===== config.mk =====
export PLATFORM = sky130hd
export DESIGN_NAME = data_cache_flat
export DESIGN_NICKNAME = d
export VERILOG_FILES = /design/src/rtl/data_cache_if.sv /design/src/rtl/data_cache.sv /design/src/flat_wrapper.sv
export SDC_FILE = /design/constraint.sdc
export NUM_CORES = 1
export LEC_CHECK = 0
export CAP_MARGIN = 25
export CORE_MARGIN = 1.5
export CORE_UTILIZATION = 40
export CTS_CLUSTER_SIZE = 16
export DETAILED_ROUTE_END_ITERATION = 10
export HOLD_SLACK_MARGIN = 0.12
export PLACE_DENSITY = 0.54
export SLEW_MARGIN = 40
export SYNTH_ARGS = -nofsm -noshare
export SYNTH_HDL_FRONTEND = slang
export SYNTH_SLANG_ARGS = --single-unit

===== constraint.sdc =====
create_clock -name clk -period 8.6 [get_ports clk]
set_input_delay 0.86 -clock clk [delete_from_list [all_inputs] [get_ports clk]]
set_output_delay 0.86 -clock clk [all_outputs]
set_load 0.01 [all_outputs]

===== src/rtl/data_cache_if.sv =====
// Load/store-unit and memory-side bus of the data cache, grouped so the
// cache and its environment connect through a single port each.
interface data_cache_if #(
  parameter int unsigned AddrWidth = 32,
  parameter int unsigned DataWidth = 32
);
  // Load/store unit side
  logic                 dcache_prefetch;
  logic [AddrWidth-1:0] dcache_pre_addr;
  logic                 dcache_read;
  logic [AddrWidth-1:0] dcache_read_addr;
  logic                 dcache_read_done;
  logic [DataWidth-1:0] dcache_read_data;
  logic                 dcache_write;
  logic [AddrWidth-1:0] dcache_write_addr;
  logic [DataWidth-1:0] dcache_write_data;
  logic [3:0]           dcache_write_mask;
  logic                 dcache_write_done;

  // Memory side
  logic                 mem_read_req;
  logic [AddrWidth-1:0] mem_addr;
  logic                 mem_read_valid;
  logic [DataWidth-1:0] mem_read_data;
  logic                 mem_write_req;
  logic [DataWidth-1:0] mem_write_data;
  logic [3:0]           mem_write_mask;
  logic                 mem_write_ack;

  // Cache view
  modport slave (
    input  dcache_prefetch, dcache_pre_addr,
    input  dcache_read, dcache_read_addr,
    output dcache_read_done, dcache_read_data,
    input  dcache_write, dcache_write_addr, dcache_write_data, dcache_write_mask,
    output dcache_write_done,
    output mem_read_req, mem_addr,
    input  mem_read_valid, mem_read_data,
    output mem_write_req, mem_write_data, mem_write_mask,
    input  mem_write_ack
  );

  // Environment view: requester plus memory
  modport master (
    output dcache_prefetch, dcache_pre_addr,
    output dcache_read, dcache_read_addr,
    input  dcache_read_done, dcache_read_data,
    output dcache_write, dcache_write_addr, dcache_write_data, dcache_write_mask,
    input  dcache_write_done,
    input  mem_read_req, mem_addr,
    output mem_read_valid, mem_read_data,
    input  mem_write_req, mem_write_data, mem_write_mask,
    output mem_write_ack
  );
endinterface


===== src/rtl/data_cache.sv =====
// Direct-mapped, one-word-per-line, write-through / no-write-allocate data
// cache with zero-latency read hits and a single-entry prefetch buffer.
module data_cache #(
  parameter int unsigned LINES = 16
) (
  input logic         clk,
  input logic         rst,
  data_cache_if.slave bus
);

  localparam int unsigned AddrWidth = 32;
  localparam int unsigned IdxW      = (LINES > 1) ? $clog2(LINES) : 1;
  localparam int unsigned TagW      = AddrWidth - IdxW - 2;

  typedef enum logic [1:0] {StIdle, StRdMiss, StPfFill, StWrThru} state_e;

  state_e               r_state;
  logic [LINES-1:0]     r_valid;
  logic [TagW-1:0]      r_tag  [LINES];
  logic [31:0]          r_data [LINES];
  logic                 r_pf_valid;
  logic [AddrWidth-1:0] r_pf_addr;
  logic                 r_mem_read_req;
  logic                 r_mem_write_req;
  logic [AddrWidth-1:0] r_mem_addr;
  logic [31:0]          r_mem_wdata;
  logic [3:0]           r_mem_wmask;

  logic [IdxW-1:0] w_rd_idx, w_pre_idx, w_pf_idx, w_mem_idx;
  logic            w_rd_hit, w_pre_hit, w_pf_hit, w_mem_hit;
  logic            w_pre_same, w_pf_latch;
  logic            w_idle_hit, w_rd_fill, w_pf_fill, w_wr_ack;

  assign w_rd_idx  = bus.dcache_read_addr[IdxW+1:2];
  assign w_pre_idx = bus.dcache_pre_addr[IdxW+1:2];
  assign w_pf_idx  = r_pf_addr[IdxW+1:2];
  assign w_mem_idx = r_mem_addr[IdxW+1:2];

  assign w_rd_hit  = r_valid[w_rd_idx] &&
                     (r_tag[w_rd_idx] == bus.dcache_read_addr[AddrWidth-1:IdxW+2]);
  assign w_pre_hit = r_valid[w_pre_idx] &&
                     (r_tag[w_pre_idx] == bus.dcache_pre_addr[AddrWidth-1:IdxW+2]);
  assign w_pf_hit  = r_valid[w_pf_idx] && (r_tag[w_pf_idx] == r_pf_addr[AddrWidth-1:IdxW+2]);
  assign w_mem_hit = r_valid[w_mem_idx] && (r_tag[w_mem_idx] == r_mem_addr[AddrWidth-1:IdxW+2]);

  // A level-held hint for an address already latched must not re-arm the buffer.
  assign w_pre_same = r_pf_valid &&
                      (bus.dcache_pre_addr[AddrWidth-1:2] == r_pf_addr[AddrWidth-1:2]);
  assign w_pf_latch = bus.dcache_prefetch && !w_pre_hit && !w_pre_same;

  assign w_idle_hit = !rst && (r_state == StIdle) && !bus.dcache_write &&
                      bus.dcache_read && w_rd_hit;
  assign w_rd_fill  = !rst && (r_state == StRdMiss) && bus.mem_read_valid;
  assign w_pf_fill  = !rst && (r_state == StPfFill) && bus.mem_read_valid;
  assign w_wr_ack   = !rst && (r_state == StWrThru) && bus.mem_write_ack;

  // Handshake outputs are forced low while reset is asserted.
  assign bus.dcache_read_done  = w_idle_hit || w_rd_fill;
  assign bus.dcache_read_data  = w_rd_fill ? bus.mem_read_data : r_data[w_rd_idx];
  assign bus.dcache_write_done = w_wr_ack;
  assign bus.mem_read_req      = r_mem_read_req && !rst;
  assign bus.mem_write_req     = r_mem_write_req && !rst;
  assign bus.mem_addr          = r_mem_addr;
  assign bus.mem_write_data    = r_mem_wdata;
  assign bus.mem_write_mask    = r_mem_wmask;

  // Controller: state, valid bits, prefetch buffer and registered memory requests.
  always_ff @(posedge clk) begin
    if (rst) begin
      r_state         <= StIdle;
      r_valid         <= '0;
      r_pf_valid      <= 1'b0;
      r_pf_addr       <= '0;
      r_mem_read_req  <= 1'b0;
      r_mem_write_req <= 1'b0;
      r_mem_addr      <= '0;
      r_mem_wdata     <= '0;
      r_mem_wmask     <= '0;
    end else begin
      if (w_pf_latch) begin
        r_pf_valid <= 1'b1;
        r_pf_addr  <= bus.dcache_pre_addr;
      end
      unique case (r_state)
        StIdle: begin
          if (bus.dcache_write) begin
            r_state         <= StWrThru;
            r_mem_write_req <= 1'b1;
            r_mem_addr      <= {bus.dcache_write_addr[AddrWidth-1:2], 2'b00};
            r_mem_wdata     <= bus.dcache_write_data;
            r_mem_wmask     <= bus.dcache_write_mask;
          end else if (bus.dcache_read) begin
            if (!w_rd_hit) begin
              r_state        <= StRdMiss;
              r_mem_read_req <= 1'b1;
              r_mem_addr     <= {bus.dcache_read_addr[AddrWidth-1:2], 2'b00};
            end
          end else if (r_pf_valid) begin
            if (w_pf_hit) begin
              if (!w_pf_latch) r_pf_valid <= 1'b0;
            end else begin
              r_state        <= StPfFill;
              r_mem_read_req <= 1'b1;
              r_mem_addr     <= {r_pf_addr[AddrWidth-1:2], 2'b00};
            end
          end
        end
        StRdMiss: begin
          if (bus.mem_read_valid) begin
            r_state            <= StIdle;
            r_mem_read_req     <= 1'b0;
            r_valid[w_mem_idx] <= 1'b1;
          end
        end
        StPfFill: begin
          if (bus.mem_read_valid) begin
            r_state            <= StIdle;
            r_mem_read_req     <= 1'b0;
            r_valid[w_mem_idx] <= 1'b1;
            // Keep a newer hint that replaced the one being filled.
            if (!w_pf_latch && (r_pf_addr[AddrWidth-1:2] == r_mem_addr[AddrWidth-1:2])) begin
              r_pf_valid <= 1'b0;
            end
          end
        end
        StWrThru: begin
          if (bus.mem_write_ack) begin
            r_state         <= StIdle;
            r_mem_write_req <= 1'b0;
          end
        end
        default: r_state <= StIdle;
      endcase
    end
  end

  // Tag/data array: fills from memory, byte-merge of write-through stores on a hit.
  always_ff @(posedge clk) begin
    if (w_rd_fill || w_pf_fill) begin
      r_tag[w_mem_idx]  <= r_mem_addr[AddrWidth-1:IdxW+2];
      r_data[w_mem_idx] <= bus.mem_read_data;
    end else if (w_wr_ack && w_mem_hit) begin
      for (int b = 0; b < 4; b++) begin
        if (r_mem_wmask[b]) r_data[w_mem_idx][8*b +: 8] <= r_mem_wdata[8*b +: 8];
      end
    end
  end

endmodule

===== src/flat_wrapper.sv =====
// flat-port wrapper written by rule: the top's interface ports become plain ports
module data_cache_flat 
#(
  parameter int unsigned LINES = 16
)
  (clk, rst, bus_dcache_prefetch, bus_dcache_pre_addr, bus_dcache_read, bus_dcache_read_addr, bus_dcache_read_done, bus_dcache_read_data, bus_dcache_write, bus_dcache_write_addr, bus_dcache_write_data, bus_dcache_write_mask, bus_dcache_write_done, bus_mem_read_req, bus_mem_addr, bus_mem_read_valid, bus_mem_read_data, bus_mem_write_req, bus_mem_write_data, bus_mem_write_mask, bus_mem_write_ack);
  data_cache_if bus_i ();
  input logic clk;
  input logic rst;
  input wire logic [$bits(bus_i.dcache_prefetch)-1:0] bus_dcache_prefetch;
  input wire logic [$bits(bus_i.dcache_pre_addr)-1:0] bus_dcache_pre_addr;
  input wire logic [$bits(bus_i.dcache_read)-1:0] bus_dcache_read;
  input wire logic [$bits(bus_i.dcache_read_addr)-1:0] bus_dcache_read_addr;
  output wire logic [$bits(bus_i.dcache_read_done)-1:0] bus_dcache_read_done;
  output wire logic [$bits(bus_i.dcache_read_data)-1:0] bus_dcache_read_data;
  input wire logic [$bits(bus_i.dcache_write)-1:0] bus_dcache_write;
  input wire logic [$bits(bus_i.dcache_write_addr)-1:0] bus_dcache_write_addr;
  input wire logic [$bits(bus_i.dcache_write_data)-1:0] bus_dcache_write_data;
  input wire logic [$bits(bus_i.dcache_write_mask)-1:0] bus_dcache_write_mask;
  output wire logic [$bits(bus_i.dcache_write_done)-1:0] bus_dcache_write_done;
  output wire logic [$bits(bus_i.mem_read_req)-1:0] bus_mem_read_req;
  output wire logic [$bits(bus_i.mem_addr)-1:0] bus_mem_addr;
  input wire logic [$bits(bus_i.mem_read_valid)-1:0] bus_mem_read_valid;
  input wire logic [$bits(bus_i.mem_read_data)-1:0] bus_mem_read_data;
  output wire logic [$bits(bus_i.mem_write_req)-1:0] bus_mem_write_req;
  output wire logic [$bits(bus_i.mem_write_data)-1:0] bus_mem_write_data;
  output wire logic [$bits(bus_i.mem_write_mask)-1:0] bus_mem_write_mask;
  input wire logic [$bits(bus_i.mem_write_ack)-1:0] bus_mem_write_ack;
  assign bus_i.dcache_prefetch = bus_dcache_prefetch;
  assign bus_i.dcache_pre_addr = bus_dcache_pre_addr;
  assign bus_i.dcache_read = bus_dcache_read;
  assign bus_i.dcache_read_addr = bus_dcache_read_addr;
  assign bus_dcache_read_done = bus_i.dcache_read_done;
  assign bus_dcache_read_data = bus_i.dcache_read_data;
  assign bus_i.dcache_write = bus_dcache_write;
  assign bus_i.dcache_write_addr = bus_dcache_write_addr;
  assign bus_i.dcache_write_data = bus_dcache_write_data;
  assign bus_i.dcache_write_mask = bus_dcache_write_mask;
  assign bus_dcache_write_done = bus_i.dcache_write_done;
  assign bus_mem_read_req = bus_i.mem_read_req;
  assign bus_mem_addr = bus_i.mem_addr;
  assign bus_i.mem_read_valid = bus_mem_read_valid;
  assign bus_i.mem_read_data = bus_mem_read_data;
  assign bus_mem_write_req = bus_i.mem_write_req;
  assign bus_mem_write_data = bus_i.mem_write_data;
  assign bus_mem_write_mask = bus_i.mem_write_mask;
  assign bus_i.mem_write_ack = bus_mem_write_ack;
  data_cache #(.LINES(LINES)) u_core (.clk(clk), .rst(rst), .bus(bus_i));
endmodule

# == After elaboration in Yosys (flattened, before gate mapping) ==
# Memories as Yosys holds them, arrays and structs flattened. A register that Yosys moved wholly into a read port is not among the register bits.
# Cells that the tools add are included.
# totals
ff_bits,121
ramBits,928
inputBits,171
n_memories,2
# mem_list
memory,depth,width,read_ports,rd_clocked_by_memory_dff,write_ports,line_no,source
u_core.r_data,16,32,1,0,1,data_cache.sv:20,logic [31:0] r_data [LINES];
u_core.r_tag,16,26,4,2,1,data_cache.sv:19,logic [TagW-1:0] r_tag [LINES];
# op_classes
magnitude_cmp,5
eq_ne,21
muxes,69
bitwise,5
reduce_logical,40
# op_table
cell,n
32-bit two-way mux,6
26-bit == test,4
30-bit == test,2
1-bit two-way mux,39
8-bit two-way mux,4
1-bit logical AND,22
4-bit by 5-bit less-than comparator with 1-bit output (second input constant),4
1-bit binary-select mux with 4-bit select,4
4-bit two-way mux,4
16-bit OR,1
2-bit two-way mux,7
3-bit inequality test (second input constant),4
4-bit inequality test (second input constant),2
2-bit inequality test (second input constant),3
1-bit one-hot mux with 2 select lines,3
2-bit one-hot mux with 3 select lines,1
6-bit AND reduction,1
1-bit logical NOT,5
5-bit AND reduction,1
1-bit demux with 4-bit select,1
2-bit == test (second input constant),2
4-bit by 1-bit greater-or-equal comparator with 1-bit output (second input constant),1
4-bit by 3-bit inequality test with 1-bit output (second input constant),1
1-bit OR,4
11 further kinds,14

# == Depth between registers and ports, before layout ==
# logic_depth
ltp_word,13
mapped_depth,15

# == Worst setup path after synthesis ==
# No wires, ideal clock.
# synth_timing
path_kind,input port to output port
from,in bus_dcache_read_addr[2]
to,out bus_dcache_read_data[10]
arrival_time_ns,4.424
required_ns,7.740
setup_slack_ns,3.316
path_stages,11
path_buffers,8
path_cell_list,buf_2 > buf_2 > buf_4 > buf_2 > buf_2 > buf_2 > clkbuf_1 > buf_1 > mux4_2 > mux4_2 > mux2_2
# synth_via
elab_chain_cells,2
# synth_rtl
element,line_no,source
start: declaration,flat_wrapper.sv:13,input wire logic [$bits(bus_i.dcache_read_addr)-1:0] bus_dcache_read_addr;
memory 16 x 32 bit,--,
32-bit two-way mux,data_cache.sv:59,assign bus.dcache_read_data = w_rd_fill ? bus.mem_read_data : r_data[w_rd_idx];
end: declaration,flat_wrapper.sv:15,output wire logic [$bits(bus_i.dcache_read_data)-1:0] bus_dcache_read_data;
# No other way between the ends.

# == Worst setup path after layout ==
# layout_timing
from,in bus_dcache_read_addr[3]
to,out bus_dcache_read_done
# layout_via
elab_chain_cells,5
word_cells_on_any_way,7
# layout_rtl
element,line_no,source
memory 16 x 26 bit or 1-bit binary-select mux with 4-bit select (tied branches),--,
26-bit == test or 1-bit two-way mux (tied branches),"data_cache.sv:40, data_cache.sv:39",
1-bit logical AND (*),data_cache.sv:39,assign w_rd_hit = r_valid[w_rd_idx] &&
1-bit logical AND (*),data_cache.sv:52,bus.dcache_read && w_rd_hit;
1-bit logical OR (*),data_cache.sv:58,assign bus.dcache_read_done = w_idle_hit || w_rd_fill;
end: declaration,flat_wrapper.sv:14,output wire logic [$bits(bus_i.dcache_read_done)-1:0] bus_dcache_read_done;
# Mark *: on every way between the ends. The rest lies on a longest branch, timed or not. The select of a mux whose other input is x is not followed.

==> impl_metrics.yaml <==
floorplanning:
  start_util: 0.403
  die_height_um: 372
  core_mm2: 0.135
  die_x_um: 372
  die-area_mm2: 0.138
  core.rowCount: 135
  pin_count: 275
yosys:
  syn_inst: 3219
  synth_top_area_share: 0.511
  ys_types: 76
  synth_warnings: 0
  synth_top_area_cell: "edfxtp_1"
  yosysSeqAreaShare: 0.557
  synth_area_leaders: "edfxtp_1 51%, mux4_2 25%, dfxtp_1 4.6%"
  netlist_area_mm2: 0.0545
  synth-edff-count: 928
  synth-seq-cells: 1053
  avgSynthCellArea_um2: 16.9
  async_flop_share: 0
  ys.flop_type: "edfxtp_1"
sta:
  tns_ns: 0
  worst_pin_slew_ns: 0.889
  skew_ns: 0.0383
  fin_crit_sh: 0.808
  drv_slew: 0
  hold_viol: 0
  relSlewSlack: 0.405
  rsz0062_at_grt: "no"
  max_freq_mhz: 144
  setup_violations: 0
  period_needed_ns: 6.95
placed_design:
  port_buffers: 266
  gp_congestion: 0.982
  detailed_place_hpwl_um: 125000
drt:
  viasPerCell: 6.41
  route.detailed.drc: 0
  ant_nets: 0
  drt_iter0_drc: 4706
  vias: 34000
  wl_um: 189000
  drt_pass1_iterations: 6
  wl_per_cell_um: 35.7
clock_tree:
  hold_buffers: 0
  cts_made_buffers: 116
  clk_latency_ns: 0.75
  post_cts_buffers: 0
  path_clk_slew_ns: 0.06
  htreeDepth: 3
  cts.sinks: 1053
  ctsResizeCount: 0
  clock_path_buffers: 3
  cts_root_buf: "clkbuf_16"
  cts_tree: "built"
power_and_ir_drop:
  power_density_mw_per_mm2: 214
  p_leak_nw: 20.0
  peakVddDrop_mv: 0.188
  power_mw: 13.4
grt:
  grtUsageTotal: 0.273
  grt_max_degree: 74
  grt_pass1_wl_um: 264000
  overflow: 0
  antenna_found_initial: 17
  grt_pass1_vias: 34100
hold_path:
  worstHoldPathType: "input pin to flop"
layout:
  areaGrowthSynthToFinish_pct: 15.3
  layout-drive-gt1-share: 0.291
  final.fill_count: 11400
  fin_nets: 3584
worst_setup_path:
  critPathKind: "input pin to primary output"
  start_kind: "input pin"
  worstPathArrival_ns: 6.09
  slowest_delay_ns: 0.64
  path_delay_family: "simple AND/OR/NAND/NOR gates"
  cp-end-kind: "primary output"
  worst_path_max_delay_cell: "or4b_2"
  worst-path-max-fanout: 56
  cpMostUsedCell: "or4_1"
  crit_chain: "buf_8 > inv_1 > o211a_1 > or4_1 > or4_1 > nor4_1 > o2111ai_1 > nor4_2 > or4b_2 > nand2_1 > clkdlybuf4s50_1"
  required_ns: 7.74
  cp_num_buf_inv: 3
outcome:
  status: "complete, no violations"
flow_run:
  drv_cap: 0
==> final timing paths <==
check	start	end	slack, ns	cells past startpoint
worst max-delay path	bus_dcache_read_addr[3]	bus_dcache_read_done	1.65	11
worst min-delay path	rst	u_core.bus.mem_write_data[25]	0.44	2
worst max register to register	flop	flop	2.62	11
worst min register to register	u_core.bus.mem_write_data[12]	u_core.bus.mem_write_data[12]	0.47	2
==> synth_stat cells, drive strengths merged (8+ instances only) <==
library cell / number
edfxtp: 928
mux4: 609
nor2: 224
mux2i: 205
buf: 136
clkbuf: 135
xnor2: 126
dfxtp: 125
nand2: 121
mux2: 114
a21oi: 79
nor2b: 50
xor2: 48
nand4: 34
nor4: 24
nand3: 19
o21ai: 18
inv: 17
a221oi: 15
nor3: 14
a22oi: 13
and3: 12
o22ai: 12
a31oi: 11
or4: 10
nand2b: 9
o21a: 9
and2: 8
==> registers in the layout, indices dropped and copies added (netlist names), named ones only <==
register / count
u_core.r_pf_addr: 30
u_core.bus.mem_write_data: 32
u_core.r_mem_write_req: 1
u_core.bus.mem_addr: 30
u_core.r_pf_valid: 1
u_core.r_state: 2
u_core.r_mem_read_req: 1
u_core.r_data: 512
u_core.bus.mem_write_mask: 4
u_core.r_valid: 16
u_core.r_tag: 416
==> cells in the final DEF (no fill, tap or decap), types with 52 or more instances in the layout <==
cell / netlist / final
edfxtp_1: 928 / 928
mux2_2: 52 / 52
clkdlybuf4s50_1: 0 / 255
dfxtp_1: 125 / 117
buf_4: 17 / 71
mux4_2: 609 / 609
xnor2_1: 126 / 126
nand2_1: 121 / 119
mux2i_1: 205 / 204
a21oi_1: 79 / 79
nor2_1: 224 / 184
clkbuf_16: 0 / 117
==> per-stage QoR <==
step,setup WS (ns),instances,hold slack [ns],instance area [um2],util
final,1.65,5299,0.440,62900,0.465
after global routing,1.70,5292,0.412,62800,0.464
after CTS,1.83,5291,0.391,62800,0.464
after detailed placement,1.83,5071,0.466,59000,0.436
after global placement,1.58,5071,0.459,58900,0.436
after floorplan,3.32,3220,0.481,54500,-
==> layout make-up <==
cell class	count	area, um2	area share
Tap cell	1781	2230	0.0355
Clock buffer	159	3180	0.0505
Inverter	19	73.8	0.00117
Timing Repair Buffer	342	3300	0.0525
Clock inverter	61	584	0.00930
Sequential cell	1053	30400	0.484
Antenna cell	7	17.5	0.000279
Multi-Input combinational cell	1877	23100	0.367
==> report_power, final <==
group,internal (mW),switching (mW)
sequential,5.78,0.243
clock,2.80,2.13
combinational,1.07,1.41
total,9.64,3.78
==> metal layers <==
metal / GRT usage / share of wire
met1: 0.378 / 0.40
met2: 0.419 / 0.46
met3: 0.0621 / 0.099
met4: 0.103 / 0.041
met5: 0 / 0.00022
==> logic make-up (layout without fill, tap and decap cells) <==
| family | Yosys count | count (layout) | share of synthesized area |
|---|---|---|---|
| compound gates | 216 | 216 | 0.0266 |
| xor+xnor | 174 | 174 | 0.0280 |
| fa+ha+maj | 4 | 4 | 0.000918 |
| buf+inv | 290 | 581 | 0.0239 |
| flops | 1053 | 1053 | 0.557 |
| mux | 928 | 928 | 0.315 |
| other cells | 1 | 9 | 0.0000688 |
| simple gates | 553 | 553 | 0.0481 |
No activity file was read; power rests on OpenSTA's default activity.
